===== src/rtl/ula_exec.sv =====
// ULA execution stage: one-cycle logic/arithmetic, iterative one-bit-per-cycle shifts.
// Define ULA_EXEC_BARREL_EN to compute shifts in one cycle with a combinational barrel shifter.
module ula_exec #(
  parameter int unsigned WIDTH = 32
) (
  input  logic             clock,
  input  logic             reset,
  input  logic             start,
  input  logic [3:0]       OP,
  input  logic [WIDTH-1:0] A,
  input  logic [WIDTH-1:0] B,
  input  logic [4:0]       Shamt,
  output logic             busy,
  output logic             done,
  output logic [WIDTH-1:0] result,
  output logic             zero,
  output logic             ovf,
  output logic             err
);

  localparam logic [1:0] S_IDLE  = 2'd0;
`ifndef ULA_EXEC_BARREL_EN
  localparam logic [1:0] S_SHIFT = 2'd1;
`endif
  localparam logic [1:0] S_DONE  = 2'd2;

  logic [1:0]       r_state;
  logic [WIDTH-1:0] r_result;
  logic             r_zero;
  logic             r_ovf;
  logic             r_err;

  logic [WIDTH-1:0] w_sum;
  logic [WIDTH-1:0] w_diff;
  logic [WIDTH-1:0] w_res;
  logic             w_ovf;
  logic             w_err;
  logic             w_shift;

  always_comb begin
    w_sum   = A + B;
    w_diff  = A - B;
    w_res   = '0;
    w_ovf   = 1'b0;
    w_err   = 1'b0;
    w_shift = 1'b0;
    case (OP)
      4'b0000: w_res = A & B;
      4'b0001: w_res = A | B;
      4'b0011: w_res = A ^ B;
      4'b0100: w_res = ~(A | B);
      4'b0101: begin
        w_res = w_sum;
        w_ovf = (A[WIDTH-1] == B[WIDTH-1]) && (w_sum[WIDTH-1] != A[WIDTH-1]);
      end
      4'b0110: begin
        w_res = w_diff;
        w_ovf = (A[WIDTH-1] != B[WIDTH-1]) && (w_diff[WIDTH-1] != A[WIDTH-1]);
      end
      4'b0111: w_res = {{(WIDTH-1){1'b0}}, (A < B)};
      4'b1000: w_res = {{(WIDTH-1){1'b0}}, ($signed(A) < $signed(B))};
      4'b1001, 4'b1010, 4'b1011: begin
        w_shift = 1'b1;
`ifdef ULA_EXEC_BARREL_EN
        case (OP[1:0])
          2'b01:   w_res = B << Shamt;
          2'b10:   w_res = B >> Shamt;
          default: w_res = $unsigned($signed(B) >>> Shamt);
        endcase
`else
        // Only reached directly when Shamt is zero; otherwise the iterative path writes result.
        w_res = B;
`endif
      end
      // Unsupported codes, including X/Z, land here.
      default: w_err = 1'b1;
    endcase
  end

`ifndef ULA_EXEC_BARREL_EN
  logic [WIDTH-1:0] r_acc;
  logic [4:0]       r_cnt;
  logic [1:0]       r_shop;
  logic [WIDTH-1:0] w_step;

  always_comb begin
    case (r_shop)
      2'b01:   w_step = {r_acc[WIDTH-2:0], 1'b0};
      2'b10:   w_step = {1'b0, r_acc[WIDTH-1:1]};
      default: w_step = {r_acc[WIDTH-1], r_acc[WIDTH-1:1]};
    endcase
  end
`endif

  always_ff @(posedge clock or posedge reset) begin
    if (reset) begin
      r_state  <= S_IDLE;
      r_result <= '0;
      r_zero   <= 1'b1;
      r_ovf    <= 1'b0;
      r_err    <= 1'b0;
`ifndef ULA_EXEC_BARREL_EN
      r_acc    <= '0;
      r_cnt    <= '0;
      r_shop   <= '0;
`endif
    end else begin
      case (r_state)
        S_IDLE: begin
          if (start) begin
`ifndef ULA_EXEC_BARREL_EN
            if (w_shift && (Shamt != 5'd0)) begin
              r_acc   <= B;
              r_cnt   <= Shamt;
              r_shop  <= OP[1:0];
              r_ovf   <= 1'b0;
              r_err   <= 1'b0;
              r_state <= S_SHIFT;
            end else
`endif
            begin
              r_result <= w_res;
              r_zero   <= (w_res == '0);
              r_ovf    <= w_ovf;
              r_err    <= w_err;
              r_state  <= S_DONE;
            end
          end
        end
`ifndef ULA_EXEC_BARREL_EN
        S_SHIFT: begin
          r_acc <= w_step;
          r_cnt <= r_cnt - 5'd1;
          if (r_cnt == 5'd1) begin
            r_result <= w_step;
            r_zero   <= (w_step == '0);
            r_state  <= S_DONE;
          end
        end
`endif
        S_DONE:  r_state <= S_IDLE;
        default: r_state <= S_IDLE;
      endcase
    end
  end

  assign busy   = (r_state != S_IDLE);
  assign done   = (r_state == S_DONE);
  assign result = r_result;
  assign zero   = r_zero;
  assign ovf    = r_ovf;
  assign err    = r_err;

endmodule


===== config.mk =====
export PLATFORM = sky130hd
export DESIGN_NAME = ula_exec
export DESIGN_NICKNAME = d
export VERILOG_FILES = /design/src/rtl/ula_exec.sv
export SDC_FILE = /design/constraint.sdc
export NUM_CORES = 1
export LEC_CHECK = 0
export BUFFER_PORTS_ARGS = -buffer_cell sky130_fd_sc_hd__buf_2
export CORE_MARGIN = 2
export CORE_UTILIZATION = 42
export DETAILED_ROUTE_END_ITERATION = 16
export GPL_ROUTABILITY_DRIVEN = 0
export PLACE_DENSITY = 0.66
export SKIP_LAST_GASP = 1
export SLEW_MARGIN = 30
export SYNTH_ARGS = -nofsm -noshare
export SYNTH_HDL_FRONTEND = slang
export SYNTH_SLANG_ARGS = --single-unit

===== constraint.sdc =====
create_clock -name clock -period 4.9 [get_ports clock]
set_input_delay 0.245 -clock clock [delete_from_list [all_inputs] [get_ports clock]]
set_output_delay 0.245 -clock clock [all_outputs]
set_load 0.005 [all_outputs]

* Yosys cells after proc, flatten, opt, wreduce, memory -nomap -nowiden
Cells that the tools add are included.
** Storage, ports and cells
- Bits in registers :: 76
** Cells by class
- Reductions and logical operators :: 17
- Bitwise gates (word level) :: 4
- $lt $le $gt $ge :: 2
- Muxes and demuxes :: 25
- Add/sub/neg operators :: 3
- Equal/unequal tests :: 23
** Operator list (number)
- case mux 32 bit (9 select lines) :: 1
- case mux 32 bit (2 select lines) :: 3
- two-way mux 32 bit :: 5
- zero test 32 bit :: 2
- less-than comparator 32 bit :: 2
- adder 32 bit :: 1
- bitwise AND 32 bit :: 1
- inverter 32 bit :: 1
- OR 32 bit :: 1
- subtractor 32 bit :: 1
- bitwise XOR 32 bit :: 1
- == test 4 x 3 -> 1 bit (second input constant) :: 4
- == test 4 bit (second input constant) :: 4
- OR reduction 11 bit :: 1
- two-way mux 5 bit :: 2
- case mux 5 bit (2 select lines) :: 1
- inequality test 2 bit (second input constant) :: 4
- two-way mux 1 bit :: 7
- two-way mux 2 bit :: 3
- AND reduction 3 bit :: 2
- == test 5 x 1 -> 1 bit (second input constant) :: 1
- nonzero test 5 bit :: 1
- subtractor 5 x 1 -> 5 bit (second input constant) :: 1
- == test 2 x 1 -> 1 bit (second input constant) :: 2
- other kinds (14) :: 22

* Depth between registers and ports, before layout
- Word-level depth :: 7
- Mapped depth :: 16
- Gate-level depth less buffers :: 16

* Worst setup path before layout
No wires, ideal clock.
- Path kind :: in2reg
- From :: input port A[0]
- To :: register r_zero, in the netlist zero
- Path buffers :: 0
- Arrival :: 3.993 ns
- Slack :: 0.808 ns
- Required time :: 4.802 ns
- Stages on the path :: 15
- Library setup time :: 0.098 ns
- Cells stage by stage :: ha_1 inv_1 fa_1 nor2b_4 o31a_4 o21ai_2 a311oi_2 a2bb2oi_1 or3_1 or4_1 or4_1 nor4b_2 nand4_1 or4_1 o311ai_1
** On the way
- Cells in the longest elaborated chain, start to end :: 7
** RTL lines
- start: declaration :: RTL line 10 : input logic [WIDTH-1:0] A,
- branches (longest 2 deep; another with subtractor 32 bit)
- case mux 32 bit (9 select lines) (*) :: RTL line 47 : case (OP)
- zero test 32 bit (*) :: RTL line 123 : r_zero <= (w_res == '0);
- two-way mux 1 bit (*) :: RTL line 112 : if (w_shift && (Shamt != 5'd0)) begin
- two-way mux 1 bit (*) :: RTL line 110 : if (start) begin
- case mux 1 bit (2 select lines) (*) :: RTL line 108 : case (r_state)
- end signal: assignment :: RTL line 123
- end signal: assignment :: RTL line 136 : r_zero <= (w_step == '0);
- end: declaration :: RTL line 29 : logic r_zero;
Mark *: on every way between the ends. The select of a mux whose other input is x is not followed.
A chain may end at the register's enable or synchronous reset.

* Final worst setup path
- From :: input port B[0]
- To :: register r_zero, in the netlist zero
** On the way
- Cells in the longest elaborated chain, start to end :: 7
** RTL lines
- start: declaration :: RTL line 11 : input logic [WIDTH-1:0] B,
- branches (longest 2 deep; another with subtractor 32 bit)
- case mux 32 bit (9 select lines) (*) :: RTL line 47
- zero test 32 bit (*) :: RTL line 123
- two-way mux 1 bit (*) :: RTL line 112
- two-way mux 1 bit (*) :: RTL line 110
- case mux 1 bit (2 select lines) (*) :: RTL line 108
Marked as above.

==> reports/metrics.cfg <==
[sta]
finClkSkew_ns=0.009982
totalNegativeSetupSlack_ns=0
setup_violations=0
slew-limit-headroom_pct=38.42
timing.final.crit_share_pct=89.41
maxSlewViolCount=0
fmax_mhz=228.3
min_period_ns=4.381
hold_viol_final=0
max_slew.worst_pin.slew_ns=0.9213
unrepaired_setup_endpoints_after_global_routing=no

[placement]
detailed_place_hpwl_mm=29.18
buffers_added_on_ports=112
dpl.cell_count=1729

[cells_and_area]
antenna-diode-count=0
fillers=2409
area_growth_syn_to_layout_pct=11.72
final-instance-count-excl-fill=1746
nets=1603
share_of_layout_cells_above_drive_strength_1_pct=14.86

[global_route]
number_of_antenna_violations_at_the_first_check_in_global_routing=0
grt_start_max_net_pins=55
globalRouteOverflowTotal=0
number_of_global_route_vias_before_repair=10565
grt_util_all_layers_pct=30.19
grt_first_pass_wirelength_mm=58.89

[job]
max_cap_violations=0

[clock_tree]
post_cts_setup_buffer_count=0
clk_latency_ns=0.33
cts_tree=built
clockRootBuffer=clkbuf_16
tritoncts.num_buffers=9
clk_transition_reported_paths_ns=0.06
h_tree_level_count=3
numClockSinks=76
cts.path.max_buffers=2

[setup_path]
worst_setup_path_start_kind=input pin
worst_ep_arrival_time_ns=4.62
cp-end-kind=register
worstPathMaxFanout=4
cp.required_ns=5.14
criticalPathCategory=input pin to register

[logic_synthesis]
post-synth-top-area-fraction_pct=18.99
synth.ff_latch_count=76
xor_xnor_cell_area_share_of_the_yosys_netlist_pct=0.5318
post_synth_and_or_nand_nor_area_fraction_pct=21.65
ys_types=99
post_synth_instance_area_mm2=0.009882
synthCells=1356
synth_ff_type=dfrtp_1
synth_seq_area_share_pct=19.26
synth_mux_area_share_pct=1.583
synth_area_per_cell_um2=7.288
synth_top_family_by_area=compound AO/OA/AOI/OAI gates
post-synth-top-count-cell=nor2_1
share_of_synthesized_flip_flops_with_an_asynchronous_set_or_reset_pct=100.0
synth_compound_gate_area_share_pct=35.50
post-synth-top-area-cell=dfrtp_1
syn-num-nets=1537
synth_top_cells_by_count=150 x nor2_1, 127 x nand2_1, 119 x a21oi_1
synth-edff-count=0
synth_top_cells_by_area=dfrtp_1 19%, ha_1 13%, a21oi_1 6.0%, nor2_1 5.7%, nand2_1 4.8%
post_synth_fa_ha_maj_area_fraction_pct=13.45
synthesis.yosys.warnings=0

[routing]
wirelength_mm=38.07
post_detailed_route_drc_marker_count=0
routed_wire_length_per_instance_um=21.80
postRouteAntennaNets=0
routed-via-count=11356
drt_iter0_drc=1535
drt-vias-per-instance=6.504
dr.pass1.iters=7

[run_status]
outcome=finished clean

[pwr]
power.share.clock_pct=16.0
seq_power_share_pct=29.5
ir_drop_v=0.0002241
p_sw_w=0.001721
leakagePower_nw=5.030
combinationalPowerShare_pct=54.5
internal-power_w=0.001999
cellPowerDensity_mw_per_mm2=337.0
power.switching_fraction_pct=46.26

[floorplanning]
boundaryPins=113
fp.dieH_um=157.4
start_util_pct=42.48
die-area_mm2=0.02477
design.core.area_mm2=0.02326
row_count=56
die_w_um=157.4

[min_path]
worstHoldPathType=input pin to register

-- critical path, cell delays in order --
cell	delay [ns]
buf_2	0.12
ha_1	0.26
inv_1	0.08
fa_1	0.45
nor2b_4	0.15
o31a_4	0.15
o21ai_2	0.07
a311oi_2	0.31
a2bb2oi_1	0.09
or3_1	0.40
or4_1	0.51
or4_1	0.49
nor4b_2	0.33
nand4_1	0.13
or4_1	0.55
o311ai_1	0.28
-- metrics by stage --
stage	hold slack [ns]	power, W	util, %	worst slack (ns)	instance area, µm²
2_1_floorplan	0.3682	0.002410	-	0.8083	9882
4_1_cts	0.1429	0.003686	47.46	0.5881	11040
5_1_grt	0.1655	0.003987	47.46	0.2708	11040
3_5_place_dp	0.2913	0.003090	46.29	0.2485	10770
3_3_place_gp	0.2895	0.003060	46.29	0.3122	10770
6_report	0.1472	0.003721	47.46	0.5189	11040
-- cells in the final DEF (no fill, tap or decap), drive strengths merged, types with 6 or more instances in the layout --
cell type  Yosys  routed
a211oi        14      14
a21o           9       9
a21oi        119     119
a221o         35      35
a221oi        14      14
a22oi         45      45
a31oi         13      13
a32oi         11      11
buf           26     148
clkbuf        68      11
clkinv         1       7
dfrtp         75      75
ha           103     103
inv          109     108
mux2i         10      10
nand2        127     127
nand2b         9       9
nand3         43      43
nand4         16      16
nor2         151     151
nor2b         20      20
nor3          27      27
nor4          16      16
o211ai        24      24
o21a          10      10
o21ai         91      91
o21bai         7       7
o221ai        10      10
o22ai          6       6
o31a          10      10
o31ai         14      14
or2            9       9
or3            7       7
or4            9       9
-- layer usage --
layer  GRT usage, %  up-vias  wire length, µm
met5              0        -                0
met4          13.46        0             1816
met3          5.011      141             4135
met2          46.31      697            16390
met1          41.52     5355            15730
li1               -     5163                -
-- registers in the layout (all words and copies together) (netlist names) --
register  flops
result       32
r_state       2
r_cnt         5
zero          1
r_shop        2
ovf           1
r_acc        32
err           1
-- path summary, 6_finish.rpt --
kind                       startpoint          to  slack [ns]  depth (start not counted)
max in group asynchronous       reset  result[26]        3.42                          4
max                              B[0]        zero        0.52                         16
max reg2reg                r_state[0]        zero        1.08                         11
min in group asynchronous       reset  result[28]        0.47                          3
min                          Shamt[3]    r_cnt[3]        0.15                          3
min reg2reg                result[14]  result[14]        0.46                          2
-- logic make-up (layout without fill, tap and decap cells) --
logic type	count (synthesis)	after routing
compound gates	497	497
simple gates	453	453
flops	76	76
xor+xnor	6	6
fa+ha+maj	105	105
mux	15	15
buf+inv	204	275
-- power groups by stage --
stage,logic [W],clock network (W),registers (W)
after detailed placement,0.00199,0,0.00110
final,0.00203,0.000594,0.00110
after global placement,0.00196,0,0.00110
after floorplan,0.00134,0,0.00107
after CTS,0.00199,0.000596,0.00110
after global routing,0.00223,0.000624,0.00113
-- repair_timing --
action,4_1_cts,5_1_grt
hold buffers,1,0
hold endpoints to repair,26,0
resized for setup,0,0
-- layout make-up --
| cell class | count | area [µm²] | area share (%) |
|---|---|---|---|
| flip-flops and latches | 76 | 1903 | 17.24 |
| repair buffers | 149 | 840.8 | 7.616 |
| well taps | 319 | 399.1 | 3.615 |
| inverters | 110 | 414.1 | 3.751 |
| clock buffers | 11 | 232.7 | 2.108 |
| multi-input cells | 1076 | 7222 | 65.41 |
| clock inverters | 5 | 28.78 | 0.2607 |
No activity file was read; power rests on OpenSTA's default activity.
